`src/rtl/pipe_hazard_sched.sv`:
```
// pipe_hazard_sched: central stall/flush scheduler for the 5-stage MIPS pipeline.
// Drives write-enable and flush (bubble-load) controls for the PC and the
// IF/ID, ID/EX, EX/MEM and MEM/WB registers. Outputs are Mealy (state + inputs).
// Optional stall-cycle counter enabled by defining PIPE_HAZARD_STALL_CNT_EN;
// without it o_stall_cnt is tied to zero.
module pipe_hazard_sched #(
    parameter int DRAIN_CYCLES = 3,
    parameter int CNT_W        = 16
) (
    input  logic             i_CLK,
    input  logic             i_RST_N,
    input  logic             i_load_use,
    input  logic             i_branch_taken,
    input  logic             i_mem_busy,
    input  logic             i_halt,
    output logic             o_pc_we,
    output logic             o_ifid_we,
    output logic             o_idex_we,
    output logic             o_exmem_we,
    output logic             o_memwb_we,
    output logic             o_ifid_flush,
    output logic             o_idex_flush,
    output logic             o_exmem_flush,
    output logic             o_memwb_flush,
    output logic             o_halted,
    output logic [CNT_W-1:0] o_stall_cnt
);

    typedef enum logic [1:0] {
        ST_CLEAR  = 2'd0,
        ST_RUN    = 2'd1,
        ST_DRAIN  = 2'd2,
        ST_HALTED = 2'd3
    } state_t;

    // Drain counter only has to hold DRAIN_CYCLES-1.
    localparam int DRN_W = (DRAIN_CYCLES > 1) ? $clog2(DRAIN_CYCLES) : 1;
    localparam logic [DRN_W-1:0] DRN_LOAD = DRN_W'(DRAIN_CYCLES - 1);

    state_t           state_r;
    state_t           state_nxt_s;
    logic [DRN_W-1:0] drain_cnt_r;
    logic [DRN_W-1:0] drain_cnt_nxt_s;
    logic             stall_s;

    // Mealy output decode and next-state/drain-counter selection.
    always_comb begin
        o_pc_we         = 1'b0;
        o_ifid_we       = 1'b0;
        o_idex_we       = 1'b0;
        o_exmem_we      = 1'b0;
        o_memwb_we      = 1'b0;
        o_ifid_flush    = 1'b0;
        o_idex_flush    = 1'b0;
        o_exmem_flush   = 1'b0;
        o_memwb_flush   = 1'b0;
        o_halted        = 1'b0;
        state_nxt_s     = state_r;
        drain_cnt_nxt_s = drain_cnt_r;
        case (state_r)
            ST_CLEAR: begin
                // PC loads its boot value only once reset has been released.
                o_pc_we       = i_RST_N;
                o_ifid_flush  = 1'b1;
                o_idex_flush  = 1'b1;
                o_exmem_flush = 1'b1;
                o_memwb_flush = 1'b1;
                state_nxt_s   = ST_RUN;
            end
            ST_RUN: begin
                if (i_mem_busy) begin
                    // Freeze everything up to MEM; WB receives a bubble.
                    o_memwb_flush = 1'b1;
                end else if (i_load_use) begin
                    // Hold IF/ID, insert a bubble into EX; branch operand not ready.
                    o_idex_flush = 1'b1;
                    o_exmem_we   = 1'b1;
                    o_memwb_we   = 1'b1;
                end else if (i_halt) begin
                    o_ifid_flush    = 1'b1;
                    o_idex_we       = 1'b1;
                    o_exmem_we      = 1'b1;
                    o_memwb_we      = 1'b1;
                    drain_cnt_nxt_s = DRN_LOAD;
                    state_nxt_s     = ST_DRAIN;
                end else if (i_branch_taken) begin
                    // Redirect PC and squash the wrong-path fetch.
                    o_pc_we      = 1'b1;
                    o_ifid_flush = 1'b1;
                    o_idex_we    = 1'b1;
                    o_exmem_we   = 1'b1;
                    o_memwb_we   = 1'b1;
                end else begin
                    o_pc_we    = 1'b1;
                    o_ifid_we  = 1'b1;
                    o_idex_we  = 1'b1;
                    o_exmem_we = 1'b1;
                    o_memwb_we = 1'b1;
                end
            end
            ST_DRAIN: begin
                o_ifid_flush = 1'b1;
                if (i_mem_busy) begin
                    o_memwb_flush = 1'b1;
                end else begin
                    // ID/EX takes bubbles so no new work follows the halt.
                    o_idex_flush = 1'b1;
                    o_exmem_we   = 1'b1;
                    o_memwb_we   = 1'b1;
                    if (drain_cnt_r == {DRN_W{1'b0}}) begin
                        state_nxt_s = ST_HALTED;
                    end else begin
                        drain_cnt_nxt_s = drain_cnt_r - DRN_W'(1);
                    end
                end
            end
            ST_HALTED: begin
                o_halted = 1'b1;
            end
            default: begin
                o_ifid_flush  = 1'b1;
                o_idex_flush  = 1'b1;
                o_exmem_flush = 1'b1;
                o_memwb_flush = 1'b1;
                state_nxt_s   = ST_CLEAR;
            end
        endcase
    end

    // A stall cycle is any RUN/DRAIN cycle where the PC is held or memory is busy.
    always_comb begin
        if ((state_r == ST_RUN) || (state_r == ST_DRAIN)) begin
            stall_s = (!o_pc_we) || i_mem_busy;
        end else begin
            stall_s = 1'b0;
        end
    end

    // State and drain counter registers.
    always_ff @(posedge i_CLK or negedge i_RST_N) begin
        if (!i_RST_N) begin
            state_r     <= ST_CLEAR;
            drain_cnt_r <= {DRN_W{1'b0}};
        end else begin
            state_r     <= state_nxt_s;
            drain_cnt_r <= drain_cnt_nxt_s;
        end
    end

`ifdef PIPE_HAZARD_STALL_CNT_EN
    logic [CNT_W-1:0] stall_cnt_r;

    // Saturating stall-cycle counter.
    always_ff @(posedge i_CLK or negedge i_RST_N) begin
        if (!i_RST_N) begin
            stall_cnt_r <= {CNT_W{1'b0}};
        end else if (stall_s && (stall_cnt_r != {CNT_W{1'b1}})) begin
            stall_cnt_r <= stall_cnt_r + CNT_W'(1);
        end else begin
            stall_cnt_r <= stall_cnt_r;
        end
    end

    assign o_stall_cnt = stall_cnt_r;
`else
    logic unused_stall_s;
    assign unused_stall_s = stall_s;
    assign o_stall_cnt    = {CNT_W{1'b0}};
`endif

endmodule

```
`config.mk`:
```
export PLATFORM = sky130hd
export DESIGN_NAME = pipe_hazard_sched
export DESIGN_NICKNAME = d
export VERILOG_FILES = /design/src/rtl/pipe_hazard_sched.sv
export SDC_FILE = /design/constraint.sdc
export NUM_CORES = 1
export LEC_CHECK = 0
export CAP_MARGIN = 20
export CORE_MARGIN = 10
export CORE_UTILIZATION = 40
export CTS_CLUSTER_DIAMETER = 200
export DETAILED_ROUTE_END_ITERATION = 8
export DONT_BUFFER_PORTS = 1
export PLACE_DENSITY = 0.65
export SLEW_MARGIN = 0
export SYNTH_ARGS = -nofsm -noshare
export SYNTH_HDL_FRONTEND = slang
export SYNTH_SLANG_ARGS = --single-unit
```
`constraint.sdc`:
```
create_clock -name i_CLK -period 2.81 [get_ports i_CLK]
set_input_delay 0.562 -clock i_CLK [delete_from_list [all_inputs] [get_ports i_CLK]]
set_output_delay 0.562 -clock i_CLK [all_outputs]
set_load 0.01 [all_outputs]
```
==> flow_metrics.env <==
export IMPL_status="finished, final reports clean"
export IMPL_clkTransAtPathRegs_ps=30
export IMPL_synth_edf_count=0
export IMPL_cts_buffers=3
export IMPL_insertion_delay_ps=230
export IMPL_maxCapViolations=0
export IMPL_synthAdderAreaFrac_pct=17.1
export IMPL_crit_type="flip-flop to primary output"
export IMPL_clk_path_buf_depth=2
export IMPL_r2r_start="state_r[1]$_DFFE_PN0P_"
export IMPL_synth_cells=70
export IMPL_grt_setup_unrepaired="false"
export IMPL_cp_end_kind="primary output"
export IMPL_htreeDepth=1
export IMPL_synth_most_common_cell="buf_4"
export IMPL_root_buffer="clkbuf_4"
export IMPL_r2r_end="state_r[1]$_DFFE_PN0P_"
export IMPL_final_cells=86
export IMPL_peakVddDrop_uv=537
export IMPL_drv_slew=0
export IMPL_gp_congestion=0.752
export IMPL_grtUsageTotal_pct=6.72
export IMPL_synthArstFlopShare_pct=100
export IMPL_cts_tree="done"
export IMPL_synth_top_cell_by_area="buf_4"
export IMPL_avgSynthCellArea_sq_um=8.38
export IMPL_wl_per_cell_um=13.4
export IMPL_cp_startpoint="state_r[1]$_DFFE_PN0P_"
export IMPL_worst_r2r_setup_slack_ps=1130
export IMPL_period_share_pct=82.0
export IMPL_io_pins=32
export IMPL_p_leak_uw=0.000286
export IMPL_timing_final_hold_violations=0
export IMPL_yosys_warnings=0
export IMPL_area_growth_pct=-5.12
export IMPL_drtIter0Drc=3
export IMPL_io_buffers=0
export IMPL_die_area_sq_um=3400
export IMPL_hold_buffers=0
export IMPL_core_area_sq_um=1350
export IMPL_setup_tns_ps=0
export IMPL_p_per_area_nw_per_um2=1060
export IMPL_final_nets=87
export IMPL_diodes=0
export IMPL_grt_max_degree=9
export IMPL_antenna_found_initial=0
export IMPL_synth_compound_area_share_pct=15.8
export IMPL_hold_path_class="input pin to asynchronous set/reset pin"
export IMPL_cts_num_sinks=4
export IMPL_grt_overflow=0
export IMPL_worstRegToRegCells=5
export IMPL_antenna_left=0
export IMPL_cts_setup_buffers=0
export IMPL_rows=13
export IMPL_setup_viol=0
export IMPL_synth_mux_area_share_pct=5.97
export IMPL_synth_xor_area_share_pct=0
export IMPL_synth_cell_types=25
export IMPL_grt_pass1_vias=419
export IMPL_synth_top_family_by_area="buffers and inverters"
export IMPL_grt_pass1_wl_mm=1.84
export IMPL_yosysSeqAreaShare_pct=17.1
export IMPL_cts_resized=0
export IMPL_synth_area_top_cells="buf_4, dfrtp_1, ha_1"
export IMPL_cp_data_arrival_time_ps=1740
export IMPL_cp_required_ps=2250
export IMPL_fin_crit_ps=2300
export IMPL_crit_fanout=6
export IMPL_dr_total_vias=404
export IMPL_wl_mm=1.15
export IMPL_die_h_um=58.3
export IMPL_drt_pass1_iterations=3
export IMPL_drc=0
export IMPL_synth_area_sq_um=587
export IMPL_avgViaCountPerCell=4.70
export IMPL_synthFlopType="dfrtp_1"
export IMPL_clock_fmax_ghz=0.434
export IMPL_ys_seq_elements=4
export IMPL_initial_core_util_pct=43.5
export IMPL_yosysTopAreaCellShare_pct=21.7
export IMPL_synthTopCellsByCount="buf_4, ha_1, inv_1, nor2_1, a21oi_1"
export IMPL_drive_gt1_share_pct=11.3
export IMPL_cp_start_kind="flip-flop"
export IMPL_skew_ps=1.67
export IMPL_total_power_uw=590
export IMPL_placed_cells=83
export IMPL_synthSimpleGateAreaFrac_pct=17.9
export IMPL_die_width_um=58.3
-- worst max-delay path, cell delays in order, from the launching register on --
cell     delay (ps)
dfrtp_1         430
inv_1           140
ha_1            200
nor4b_1         410
a21oi_1         140
nor2_1          210
-- per-stage QoR --
step	setup slack [ps]	util, %	cell area, sq um	hold WS (ps)
after floorplan	992	-	643	266
after global placement	694	39.6	534	267
after detailed placement	722	39.6	534	267
after CTS	473	41.2	557	18.5
after global routing	268	41.2	557	14.5
final	506	41.2	557	30.4
-- cells in the final DEF (no fill, tap or decap) --
master	count
or2b_1	1
and2b_2	1
nor2b_1	3
nand2b_1	1
conb_1	16
nand2_1	3
inv_1	6
a41o_1	1
nor3b_1	1
mux2_4	1
a21oi_1	5
nor4b_1	1
and2_2	1
mux2i_1	2
nor2_1	6
ha_1	8
clkbuf_4	3
o211a_1	1
o2111a_2	1
o2111a_1	1
o21a_1	1
o2111ai_1	1
or2_2	1
o211ai_1	1
dfrtp_1	4
-- where the power goes --
part | total, uW | switching (uW) | leakage, uW | internal, uW
clock network | 66.9 | 19.4 | 0.0000138 | 47.5
logic | 406 | 229 | 0.000226 | 177
registers | 117 | 29.8 | 0.0000463 | 87.6
-- how the worst max path moves through the flow --
stage / endpoint / slack [ps] / depth (start not counted)
final: o_pc_we / 510 / 5
after global routing: o_pc_we / 270 / 5
after CTS: o_pc_we / 470 / 5
after detailed placement: o_pc_we / 720 / 5
after global placement: o_pc_we / 690 / 5
after floorplan: o_pc_we / 990 / 5
-- cells by family after synthesis --
logic type	Yosys count
buf+inv	23
simple gates	19
compound gates	12
fa+ha+maj	8
flops	4
mux	3
other cells	1
-- metal layers --
metal	vias to the layer above	share of wire, %	track usage, %
met4	0	0	5.03
li1	204	-	-
met2	22	44	10.0
met5	-	0	0
met1	178	36	6.20
met3	0	20	4.94
-- state kept, by name (all words and copies together), names as in the netlist --
register and cells:
drain_cnt_r 2, state_r 2
-- area by class of cell --
type / count / area (sq um)
tap: 15 / 18.8
inverter: 6 / 22.5
sequential: 4 / 100
clock buffer: 3 / 22.5
multi-input combinational: 58 / 393
fill: 136 / 793
Note: power is estimated with default switching activity, not from simulation.
